[src/rtl/fmul.sv]
// fmul: iterative binary32 multiplier, radix-4 Booth, carry-save, fixed latency.
// Optional FMUL_EARLY_OUT_EN: special operands finish two cycles after accept.
module fmul (
  input  logic        clk,
  input  logic        reset,
  input  logic        req,
  input  logic [31:0] x,
  input  logic [31:0] y,
  output logic        busy,
  output logic        valid,
  output logic [31:0] rslt,
  output logic [4:0]  flag
);

  localparam int LAT = 15;
  localparam logic [3:0] C_IDLE = 4'd0;
  localparam logic [3:0] C_LAST = 4'd13;
  localparam logic [3:0] C_NORM = 4'd14;
  localparam logic [3:0] C_DONE = 4'(LAT);

  logic [3:0]  cnt;
  logic [23:0] ma_q;
  logic [26:0] mbr_q;
  logic [49:0] ps_q;
  logic [49:0] pc_q;
  logic [7:0]  ex_q;
  logic [7:0]  ey_q;
  logic        s_q;
  logic        sp_q;
  logic [31:0] sr_q;
  logic [4:0]  sf_q;

  logic        x_nan, y_nan, x_inf, y_inf;
  logic        x_zero, y_zero, x_snan, y_snan;
  logic        s_c, sp_c;
  logic [31:0] sr_c;
  logic [4:0]  sf_c;

  logic [2:0]  trip;
  logic        one, two, neg;
  logic [49:0] mag, ppc, sa, sb, mj;
  logic [49:0] ps_n, pc_n;

  logic [47:0]        p;
  logic [9:0]         e0, e1;
  logic [22:0]        m0;
  logic               g, st, rnd, nx;
  logic [32:0]        r33;
  logic signed [9:0]  ef;
  logic [22:0]        mf;
  logic [31:0]        nr;
  logic [4:0]         nf;

  assign busy = (cnt != C_IDLE);

  // operand classification and special-case result, evaluated at accept
  always_comb begin
    x_nan  = (&x[30:23]) & (|x[22:0]);
    y_nan  = (&y[30:23]) & (|y[22:0]);
    x_inf  = (&x[30:23]) & ~(|x[22:0]);
    y_inf  = (&y[30:23]) & ~(|y[22:0]);
    x_zero = ~(|x[30:23]);
    y_zero = ~(|y[30:23]);
    x_snan = x_nan & ~x[22];
    y_snan = y_nan & ~y[22];
    s_c    = x[31] ^ y[31];
    sp_c   = x_nan | y_nan | x_inf | y_inf | x_zero | y_zero;
    sr_c   = 32'd0;
    sf_c   = 5'd0;
    if (x_nan) begin
      sr_c = x | 32'h0040_0000;
      sf_c = {x_snan | y_snan, 4'b0000};
    end else if (y_nan) begin
      sr_c = y | 32'h0040_0000;
      sf_c = {y_snan, 4'b0000};
    end else if ((x_inf & y_zero) | (x_zero & y_inf)) begin
      sr_c = 32'hFFC0_0000;
      sf_c = 5'b10000;
    end else if (x_inf | y_inf) begin
      sr_c = {s_c, 31'h7F80_0000};
    end else if (x_zero | y_zero) begin
      sr_c = {s_c, 31'd0};
    end
  end

  // Booth digit select and one carry-save step (MSB digit first)
  always_comb begin
    trip = mbr_q[26:24];
    one  = 1'b0;
    two  = 1'b0;
    neg  = 1'b0;
    case (trip)
      3'b001, 3'b010: one = 1'b1;
      3'b011: two = 1'b1;
      3'b100: begin
        two = 1'b1;
        neg = 1'b1;
      end
      3'b101, 3'b110: begin
        one = 1'b1;
        neg = 1'b1;
      end
      default: ;
    endcase
    mag = 50'd0;
    if (one)
      mag = {26'd0, ma_q};
    else if (two)
      mag = {25'd0, ma_q, 1'b0};
    ppc  = neg ? ~mag : mag;
    sa   = ps_q << 2;
    sb   = pc_q << 2;
    ps_n = sa ^ sb ^ ppc;
    mj   = (sa & sb) | (sa & ppc) | (sb & ppc);
    pc_n = (mj << 1) | {49'd0, neg};
  end

  // resolve carry-save, normalise, round-to-nearest-even, range check
  always_comb begin
    p  = ps_q[47:0] + pc_q[47:0];
    e0 = {2'b00, ex_q} + {2'b00, ey_q} - 10'd127;
    if (p[47]) begin
      m0 = p[46:24];
      g  = p[23];
      st = |p[22:0];
      e1 = e0 + 10'd1;
    end else begin
      m0 = p[45:23];
      g  = p[22];
      st = |p[21:0];
      e1 = e0;
    end
    rnd = g & (st | m0[0]);
    nx  = g | st;
    r33 = {e1, m0} + {32'd0, rnd};
    ef  = r33[32:23];
    mf  = r33[22:0];
    if (ef >= 10'sd255) begin
      nr = {s_q, 8'hFF, 23'd0};
      nf = 5'b00101;
    end else if (ef <= 10'sd0) begin
      nr = {s_q, 31'd0};
      nf = 5'b00011;
    end else begin
      nr = {s_q, ef[7:0], mf};
      nf = {4'b0000, nx};
    end
  end

  // sequencer, datapath registers and registered result
  always_ff @(posedge clk) begin
    if (reset) begin
      cnt   <= C_IDLE;
      valid <= 1'b0;
      rslt  <= 32'd0;
      flag  <= 5'd0;
      ma_q  <= 24'd0;
      mbr_q <= 27'd0;
      ps_q  <= 50'd0;
      pc_q  <= 50'd0;
      ex_q  <= 8'd0;
      ey_q  <= 8'd0;
      s_q   <= 1'b0;
      sp_q  <= 1'b0;
      sr_q  <= 32'd0;
      sf_q  <= 5'd0;
    end else begin
      valid <= 1'b0;
      unique case (1'b1)
        (cnt == C_IDLE): begin
          if (req) begin
            ma_q  <= {1'b1, x[22:0]};
            mbr_q <= {2'b00, 1'b1, y[22:0], 1'b0};
            ps_q  <= 50'd0;
            pc_q  <= 50'd0;
            ex_q  <= x[30:23];
            ey_q  <= y[30:23];
            s_q   <= s_c;
            sp_q  <= sp_c;
            sr_q  <= sr_c;
            sf_q  <= sf_c;
            cnt   <= 4'd1;
          end
        end
        (cnt != C_IDLE && cnt <= C_LAST): begin
          ps_q  <= ps_n;
          pc_q  <= pc_n;
          mbr_q <= {mbr_q[24:0], 2'b00};
          cnt   <= cnt + 4'd1;
`ifdef FMUL_EARLY_OUT_EN
          if (cnt == 4'd1 && sp_q) begin
            cnt   <= C_DONE;
            valid <= 1'b1;
            rslt  <= sr_q;
            flag  <= sf_q;
          end
`endif
        end
        (cnt == C_NORM): begin
          cnt   <= C_DONE;
          valid <= 1'b1;
          rslt  <= sp_q ? sr_q : nr;
          flag  <= sp_q ? sf_q : nf;
        end
        (cnt == C_DONE): begin
          cnt <= C_IDLE;
        end
      endcase
    end
  end

endmodule
[config.mk]
export PLATFORM = sky130hd
export DESIGN_NAME = fmul
export DESIGN_NICKNAME = d
export VERILOG_FILES = /design/src/rtl/fmul.sv
export SDC_FILE = /design/constraint.sdc
export NUM_CORES = 1
export LEC_CHECK = 0
export CAP_MARGIN = 20
export CORE_AREA = 5 5 199 201
export DETAILED_ROUTE_END_ITERATION = 6
export DIE_AREA = 0 0 204 206
export MAX_ROUTING_LAYER = met4
export SLEW_MARGIN = 20
export SYNTH_ARGS = -nofsm -noshare
export SYNTH_HDL_FRONTEND = slang
export SYNTH_SLANG_ARGS = --single-unit
[constraint.sdc]
create_clock -name clk -period 20.8 [get_ports clk]
set_clock_uncertainty 0.2 [all_clocks]
set_input_delay 2.08 -clock clk [delete_from_list [all_inputs] [get_ports clk]]
set_output_delay 2.08 -clock clk [all_outputs]
set_load 0.05 [all_outputs]
==> results.yml, run 1 <==
status:
  outcome: "finished, final reports clean"
critical_path:
  critical_path.cell_chain: "ha_1, nand2_1, o21ai_1, a211oi_1, o211a_2, or4_1, nand3_2, nand2_1, a21oi_1, ha_1, nand2b_1, or4_1, a21oi_1, a211o_1, nand4_1, nor4_1, o2111ai_1, nor4b_1, xnor2_1, and4b_1, nand4b_2, and4b_1, o41ai_1"
  reg2regPathDepth: 23
  timing.rr.end: "flag[0]$_SDFFE_PP0P_"
  cp_max_fo: 37
  path_class: "register to register"
  worst_path_largest_cell_delay_ns: 0.60
  ff2ff_setup_slack_ns: 13.09
  reg2reg_from: "ps_q[22]$_SDFFE_PP0P_"
  critPathLaunchType: "register"
  end_kind: "register"
  cpMaxStageDelayCell: "or4_1"
  crit_arrival_ns: 7.98
  cp_data_required_time_ns: 21.07
job:
  maxCapViolations: 0
clock_tree:
  clock_path_buffers: 3
  cts_tree: "built"
  cts.sinks: 236
  path_clk_slew_ns: 0.07
  ctsResizeCount: 0
  postCtsSetupBuffers: 0
  cts_made_buffers: 27
  clk_latency_ns: 0.57
  cts_hold_buf: 0
  htree_levels: 1
  clockRootBuffer: "clkbuf_16"
synth:
  ys_ff_latch: 236
  synth_area_um2: 16670
  ys_types: 95
  synth_edf_count: 0
  yosysTopAreaCell: "dfxtp_1"
  synth_warnings: 0
  synthFlopType: "dfxtp_1"
  synth_seq_area_share: 0.2834
  synthCells: 2234
  avgSynthCellArea_um2: 7.463
  synth_top_area_share: 0.2834
  async_flop_share: 0
  syn_nets: 2418
  synth_area_leaders: "dfxtp_1 28%, a21oi_1 8.6%, nor2_1 6.9%"
place:
  place_congestion: 0.9351
  pre_cts_slack_ns: 13.22
  place_hpwl_mm: 40.87
  placed_cell_area_um2: 17930
  io_buffers: 104
worst_hold_path:
  hp-class: "register to register"
  hold_end: "ey_q[7]$_SDFFE_PP0P_"
  hp-start: "ey_q[7]$_SDFFE_PP0P_"
  hold_depth: 2
sta:
  slew_violations: 0
  max_clock_freq_mhz: 129.6
  fin_crit_sh: 0.3708
  setup_ws_ns: 13.09
  final_hold_viol_count: 0
  rsz0062_at_grt: "no"
  setup_viol: 0
  worst_pin_slew_ns: 1.055
  slew_headroom: 0.2880
  setup_tns_ns: 0
  hold_slack_ns: 0.2540
  post-route-min-period_ns: 7.713
power:
  p_total_mw: 1.399
  sw_frac_of_total: 0.3472
  peakVddDrop_uv: 74.90
  powerDensity_nw_per_um2: 74.00
  internal_power_mw: 0.9135
  power_frac_clock: 0.369
  leakage_nw: 6.423
  p_sw_mw: 0.4859
  pwr-share-seq: 0.361
  p_comb_frac: 0.270
final_layout:
  stdcell_area_um2: 18910
  drive_above_1_share: 0.05146
  area_delta_synth_final_pct: 13.43
  fin_nets: 2418
global_routing:
  grt_pass1_wl_mm: 85.31
  grt_pass1_vias: 15490
  antenna_found_initial: 0
  grt_max_degree: 91
  grt_use_total: 0.2568
  overflow: 0
die:
  core_area_um2: 37400
  die_area_um2: 42020
  die_w_um: 204
  initial_core_util: 0.4458
  io_pins: 106
  die_h_um: 206
  rows: 71
routing:
  dr.pass1.iters: 5
  antenna_left: 0
  drt_iter0_drc: 1358
  drc: 0
  vias_per_cell: 5.868
  wl_per_cell_um: 19.55
  drt-total-wl_mm: 54.08
  vias: 16232
[power by group through the flow]
stage                     clock network [mW]  registers (mW)  logic, mW
after global routing                   0.548           0.509      0.419
after floorplan                            0           0.508      0.269
after detailed placement                   0           0.515      0.375
final                                  0.516           0.505      0.378
after CTS                              0.530           0.505      0.377
after global placement                     0           0.513      0.372
[cell usage after synthesis, types with 6 or more instances]
| master | n |
|---|---|
| nor2_1 | 308 |
| a21oi_1 | 287 |
| nand2_1 | 253 |
| dfxtp_1 | 236 |
| inv_1 | 118 |
| clkbuf_1 | 109 |
| a22oi_1 | 78 |
| ha_1 | 73 |
| xnor2_1 | 73 |
| nand4_1 | 60 |
| o21ai_0 | 60 |
| nor3_1 | 45 |
| fa_1 | 44 |
| a211oi_1 | 41 |
| nand3_1 | 41 |
| nor4_1 | 31 |
| xor2_1 | 28 |
| a31oi_1 | 22 |
| buf_2 | 20 |
| o211ai_1 | 20 |
| o21a_1 | 20 |
| buf_1 | 15 |
| mux2i_1 | 14 |
| and3_1 | 13 |
| or3_1 | 13 |
| a21o_1 | 12 |
| o21ai_1 | 12 |
| o21bai_1 | 12 |
| or2_2 | 10 |
| o2111ai_1 | 9 |
| nand2b_1 | 8 |
| nor2b_1 | 8 |
| and2_1 | 7 |
| o22ai_1 | 7 |
| or4_1 | 7 |
| a221oi_1 | 6 |
| nand3b_1 | 6 |
| nor3b_1 | 6 |
| o31ai_1 | 6 |
[worst max-delay path: cells and delay by family, from the launching register on]
family	cells	cell delay, ns
AND/OR/NAND/NOR	12	4.22
AO/OA/AOI/OAI	8	1.97
adder cells (fa/ha/maj)	2	0.69
flip-flops	1	0.32
XOR/XNOR	1	0.19
[through the flow]
stage / utilization / instances
after floorplan: - / 2234
after CTS: 0.5051 / 2765
after detailed placement: 0.4793 / 2716
final: 0.5056 / 2766
after global routing: 0.5056 / 2765
after global placement: 0.4793 / 2716
[cell usage in the layout, fill, tap and decap left out, types with 73 or more instances in the layout]
cell and count:
a21oi_1 287, a22oi_1 78, clkdlybuf4s50_1 103, dfxtp_1 236
ha_1 73, inv_1 118, nand2_1 251, nor2_1 307
xnor2_1 73
[area by class of cell]
type	instances	area (µm²)
Fill cell	3759	18490
Multi-Input combinational cell	1731	10980
Sequential cell	236	4725
Timing Repair Buffer	119	1155
Clock buffer	41	828.3
Tap cell	511	639.4
Inverter	119	446.7
Clock inverter	8	133.9
Antenna cell	1	2.502
[per-layer routing]
metal  global-route usage  share of wire  up-vias
met5                    -              0        -
met4              0.06963          0.027        0
met3              0.03625          0.052       84
met2               0.4130           0.47      434
met1               0.3424           0.45     7790
li1                     -              -     7924
[how the worst max path moves through the flow]
stage | start | endpoint | slack, ns | cells after the start
floorplan | ps_q[38]$_SDFFE_PP0P_ | rslt[27]$_SDFFE_PP0P_ | 13.99 | 28
global placement | ps_q[22]$_SDFFE_PP0P_ | flag[0]$_SDFFE_PP0P_ | 13.37 | 23
detailed placement | ps_q[32]$_SDFFE_PP0P_ | flag[0]$_SDFFE_PP0P_ | 13.22 | 23
CTS | ps_q[32]$_SDFFE_PP0P_ | flag[0]$_SDFFE_PP0P_ | 13.21 | 23
global route | ps_q[32]$_SDFFE_PP0P_ | flag[0]$_SDFFE_PP0P_ | 12.23 | 23
finish | ps_q[22]$_SDFFE_PP0P_ | flag[0]$_SDFFE_PP0P_ | 13.09 | 23
[cell families (layout without fill, tap and decap cells)]
group,Yosys count,in the layout,share of synthesized area
compound gates,646,646,0.2456
xor+xnor,101,101,0.05306
fa+ha+maj,117,117,0.1076
buf+inv,267,287,0.06274
flops,236,236,0.2834
mux,18,18,0.01111
other cells,1,2,0.0002249
simple gates,848,848,0.2362
[sequential cells by signal, summed over array words and instances (netlist names), 8 cells and up]
signal,cells
ma_q,24
ey_q,8
ex_q,8
ps_q,48
sr_q,32
mbr_q,26
rslt,32
pc_q,46
Power figures use the tool's default switching activity.
==> run 2, diff against run 1 <==
- PLACE_DENSITY: not set -> 0.65
- clock period: 20.8 -> 6.8 ns (I/O delays scaled with it)
==> run 2 against run 1 <==
  * Worst setup slack got worse by 13 ns
  * Power increased to 3.0 times the previous value
  * Via count increased by 1.0%
  * Wire length decreased by 2.0%
  * Clock-buffer cell count increased by 4
  * Sequential share of layout area decreased by 0.25 points
  * First-iteration DRC count decreased by 9.1%
  * Utilization increased by 0.52 points
  * Clock power increased to 2.8 times the previous value
  * Sequential cell count unchanged
  * Cell count increased by 0.72%
  * Global-route usage decreased by 0.45 points
  * Critical endpoint is now rslt[8]$_SDFFE_PP0P_
==> results.yml, run 2 (same netlist as run 1, synthesis figures left out) <==
worst_hold_path:
  hp-class: "register to register"
routing:
  drc: 0
  vias_per_cell: 5.886
  top_layer_used: "met4"
  vias: 16398
  wl_met2_mm: 24.52
  drt-total-wl_mm: 53.02
  wl_met3_mm: 3.325
  dr.pass1.iters: 6
  wl_met1_mm: 23.66
  drt_iter0_drc: 1235
  antenna_left: 0
  wl_per_cell_um: 19.03
power:
  internal_power_mw: 2.719
  powerDensity_nw_per_um2: 219.3
  p_total_mw: 4.190
  peakVddDrop_uv: 237.5
  power_frac_clock: 0.348
  leakage_nw: 6.439
  pwr-share-seq: 0.369
  p_comb_frac: 0.283
  p_sw_mw: 1.472
  sw_frac_of_total: 0.3512
final_layout:
  final_common_cell: "nor2_1"
  drive_above_1_share: 0.06728
  area_delta_synth_final_pct: 14.59
  largest_register_ff_count: 48
  final_core_util: 0.5108
  final_cell_mix: "307 x nor2_1, 283 x a21oi_1, 250 x nand2_1"
  largest_register: "ps_q"
  fin_nets: 2437
  top_regs: "ps_q (48), pc_q (46)"
critical_path:
  ff2ff_setup_slack_ns: 0.45
  crit_start: "ps_q[33]$_SDFFE_PP0P_"
  timing.rr.end: "rslt[8]$_SDFFE_PP0P_"
  path_class: "register to register"
  end_kind: "register"
  reg2reg_from: "ps_q[33]$_SDFFE_PP0P_"
  crit_arrival_ns: 6.60
  crit_end: "rslt[8]$_SDFFE_PP0P_"
  critPathLaunchType: "register"
  reg2regPathDepth: 24
  cp_max_fo: 19
  cp_data_required_time_ns: 7.05
die:
  rows: 71
  initial_core_util: 0.4458
  io_pins: 106
  die_h_um: 206
  die_w_um: 204
  core_area_um2: 37400
  die_area_um2: 42020
sta:
  setup_viol: 0
  max_clock_freq_mhz: 157.6
  setup_ws_ns: 0.4541
  fin_crit_sh: 0.9332
  slew_violations: 0
  final_hold_viol_count: 0
  slew_headroom: 0.3621
  post-route-min-period_ns: 6.346
  setup_tns_ns: 0
  hold_slack_ns: 0.2553
  rsz0062_at_grt: "no"
  worst_pin_slew_ns: 0.9327
status:
  outcome: "finished, final reports clean"
job:
  maxCapViolations: 0
global_routing:
  antenna_found_initial: 0
  grt_use_total: 0.2523
  grt_max_degree: 89
  overflow: 0
  grt_pass1_vias: 15597
  grt_pass1_wl_mm: 84.76
clock_tree:
  cts_hold_buf: 0
  path_clk_slew_ns: 0.06
  cts.sinks: 236
  cts_tree: "built"
  clk_latency_ns: 0.56
  clockRootBuffer: "clkbuf_16"
  clock_path_buffers: 3
  htree_levels: 1
  cts_made_buffers: 28
place:
  pre_cts_slack_ns: 0.06675
  place_hpwl_mm: 40.46
  place_congestion: 0.9630
  io_buffers: 104
## run 2: worst min path at each step
stage | startpoint | endpoint | cells past startpoint
2_1_floorplan | mbr_q[11]$_SDFFE_PP0P_ | mbr_q[11]$_SDFFE_PP0P_ | 2
3_3_place_gp | mbr_q[11]$_SDFFE_PP0P_ | mbr_q[11]$_SDFFE_PP0P_ | 2
3_5_place_dp | mbr_q[18]$_SDFFE_PP0P_ | mbr_q[18]$_SDFFE_PP0P_ | 2
4_1_cts | mbr_q[18]$_SDFFE_PP0P_ | mbr_q[18]$_SDFFE_PP0P_ | 2
5_1_grt | ey_q[7]$_SDFFE_PP0P_ | ey_q[7]$_SDFFE_PP0P_ | 2
6_report | mbr_q[3]$_SDFFE_PP0P_ | mbr_q[3]$_SDFFE_PP0P_ | 2
## run 2: what timing repair did
item / CTS / global route
resized for setup: 0 / 28
setup buffers: 0 / 0
endpoints found under the setup margin: 0 / 34
## run 2: critical path, stage by stage (launching register included)
cell,delay (ns)
dfxtp_1,0.32
ha_1,0.42
nand2_1,0.20
o21a_2,0.25
o22ai_2,0.14
o31ai_2,0.30
mux2_2,0.43
nor3_4,0.32
nand2_1,0.17
a21oi_1,0.15
ha_1,0.21
nand2b_1,0.10
or4_1,0.43
a21oi_1,0.14
a211o_1,0.15
nand4_1,0.22
nor4_2,0.35
o2111ai_2,0.22
nor4b_2,0.36
xnor2_1,0.15
and4b_1,0.25
nand4b_2,0.14
buf_4,0.26
nand4_1,0.13
a211oi_1,0.26
## run 2: cell type report
cell class,count,area [µm²]
fill,3696,18300
multi-input combinational,1731,11080
sequential,236,4725
timing repair buffer,137,1314
clock buffer,45,855.8
tap,511,639.4
inverter,119,446.7
clock inverter,6,42.54
antenna,1,2.502
## run 2: power groups by stage
stage                     clock network (mW)  logic, mW  registers [mW]
final                                   1.46       1.19            1.55
after global routing                    1.55       1.31            1.56
after CTS                               1.49       1.16            1.54
after detailed placement                   0       1.15            1.57
after global placement                     0       1.14            1.57
after floorplan                            0      0.823            1.55
## run 2: per-layer routing
| layer | vias to the layer above | global-route usage |
|---|---|---|
| li1 | 7959 | - |
| met1 | 7819 | 0.3367 |
| met2 | 525 | 0.4040 |
| met3 | 95 | 0.03593 |
| met4 | 0 | 0.07059 |
| met5 | - | - |
## run 2: through the flow
| step | cells | instance area, µm² |
|---|---|---|
| after global placement | 2733 | 18060 |
| after global routing | 2785 | 19100 |
| final | 2786 | 19100 |
| after detailed placement | 2733 | 18060 |
| after floorplan | 2234 | 16680 |
| after CTS | 2784 | 18960 |
==> run 3, diff against run 2 <==
- PLACE_DENSITY: 0.65 -> not set
- clock period: 6.8 -> 6.04 ns (I/O delays scaled with it)
==> run 3 against run 2 <==
  * Critical path depth unchanged
  * First-iteration DRC count up 2.8%
  * Clock-buffer cell count down 7
  * Cell area up 5.8%
  * Clock power up 14%
==> results.yml, run 3 (same netlist as run 1, synthesis figures left out) <==
routing:
  dr.pass1.iters: 5
  antenna_left: 0
  wl_per_cell_um: 19.66
  vias: 16817
  drc: 0
  drt_iter0_drc: 1269
  vias_per_cell: 5.849
  drt-total-wl_mm: 56.52
final_layout:
  regArea_um2: 4733
  n_fill_cell: 3634
  top_regs: "ps_q (48), pc_q (46)"
  area_delta_synth_final_pct: 21.28
  multiInputGateArea_um2: 11470
  largest_register_ff_count: 48
  drive_above_1_share: 0.1277
  final_cell_mix: "304 x nor2_1, 271 x a21oi_1, 247 x nand2_1"
  antennaDiodeCount: 0
  final_common_cell: "nor2_1"
  largest_register: "ps_q"
  fin_nets: 2526
sta:
  slew_headroom: 0.2801
  rsz0062_at_grt: "yes"
  hold_slack_ns: 0.2497
  fin_crit_sh: 0.9812
  worst_pin_slew_ns: 1.053
  slew_violations: 0
  max_clock_freq_mhz: 168.7
  setup_viol: 0
  final_hold_viol_count: 0
  post-route-min-period_ns: 5.926
power:
  p_total_mw: 4.851
  leakage_nw: 7.023
  peakVddDrop_uv: 298.3
  powerDensity_nw_per_um2: 239.9
global_routing:
  overflow: 0
  top_usage_layer: "met2"
  grt_pass1_vias: 16001
  grt_use_total: 0.2643
  met3_usage: 0.03515
  use_met1: 0.3564
  grt_max_degree: 115
  grt_pass1_wl_mm: 87.97
  antenna_found_initial: 0
  grtUsageMet2: 0.4230
die:
  die_area_um2: 42020
  die_h_um: 206
  rows: 71
  die_w_um: 204
  io_pins: 106
  initial_core_util: 0.4458
  core_area_um2: 37400
place:
  io_buffers: 104
  place_congestion: 0.9675
  place_hpwl_mm: 42.88
status:
  outcome: "finished, final reports clean"
clock_tree:
  htree_levels: 1
  cts_tree: "built"
  path_clk_slew_ns: 0.06
  clockRootBuffer: "clkbuf_16"
  cts.sinks: 236
  clk_latency_ns: 0.55
  clock_path_buffers: 3
  cts_hold_buf: 0
  cts_made_buffers: 28
critical_path:
  cp_max_fo: 6
  end_kind: "register"
  crit_arrival_ns: 6.20
  ff2ff_setup_slack_ns: 0.11
  cp_data_required_time_ns: 6.31
  crit_start: "ps_q[3]$_SDFFE_PP0P_"
  critPathLaunchType: "register"
  reg2reg_from: "ps_q[3]$_SDFFE_PP0P_"
  path_class: "register to register"
worst_hold_path:
  hp-class: "register to register"
  hp-start: "flag[2]$_SDFFE_PP0P_"
job:
  maxCapViolations: 0
==> run 3: changes by cell type in the layout (fill, tap and decap cells not counted), sizes merged <==
cell | before | now
clkinv | 3 | 11
o311a | 4 | 5
inv | 120 | 119
diode | 1 | 0
buf | 34 | 120
bufinv | 0 | 1
clkbuf | 45 | 40
==> run 3: report_power, final <==
part	internal [mW]	switching [mW]
Combinational	0.493	0.945
Clock	0.979	0.691
Sequential	1.66	0.0802
==> run 3: worst max-delay path: stages (launching register included) <==
cell,delay (ns)
dfxtp_2,0.34
ha_4,0.23
and4_4,0.18
o311a_4,0.34
o311ai_4,0.36
o211a_4,0.29
nor4_4,0.07
nor3_4,0.30
nand2_2,0.10
a21oi_2,0.13
ha_2,0.21
nand2b_1,0.08
or4_1,0.41
a21oi_1,0.13
a211o_1,0.13
nand4_1,0.16
buf_4,0.20
a211oi_2,0.16
and4b_2,0.29
nand4_1,0.20
o21ai_2,0.21
nand4b_1,0.23
o311a_4,0.44
a221o_1,0.31
a21oi_1,0.14
==> run 3: routing by layer <==
metal / part of all wire / routed length, µm
met3: 0.056 / 3164
met5: 0 / 0
met4: 0.026 / 1491
met1: 0.45 / 25630
met2: 0.46 / 26230
==> run 3: final timing paths <==
| kind | end | depth (start not counted) |
|---|---|---|
| setup reg to reg | rslt[23]$_SDFFE_PP0P_ | 24 |
| hold / removal | flag[2]$_SDFFE_PP0P_ | 2 |
| hold reg to reg | flag[2]$_SDFFE_PP0P_ | 2 |
| setup / recovery | rslt[23]$_SDFFE_PP0P_ | 24 |
==> run 3: what timing repair did <==
action | CTS | global route
setup buffers | 1 | 17
pin swaps | 7 | 34
hold endpoints to repair | 0 | 0
resized for setup | 12 | 76
setup endpoints to repair | 28 | 34
gates cloned | 0 | 3
==> run 3: final cells by class <==
class / instances / share of cell area
timing repair buffer: 225 / 0.09981
inverter: 119 / 0.02209
clock buffer: 38 / 0.04003
clock inverter: 14 / 0.005136
tap: 511 / 0.03162
sequential: 236 / 0.2341
multi-input combinational: 1732 / 0.5672
==> run 3: metrics by stage <==
stage,instance area [µm²],worst slack (ns),instances,utilization,setup TNS [ns]
3_5_place_dp,18710,-0.07756,2802,0.5003,-1.124
3_3_place_gp,18710,0.03961,2802,0.5003,0
2_1_floorplan,16870,0.004161,2234,-,0
6_report,20220,0.1135,2875,0.5407,0
5_1_grt,20220,-0.09877,2875,0.5407,-1.267
4_1_cts,19690,0.004571,2855,0.5265,0
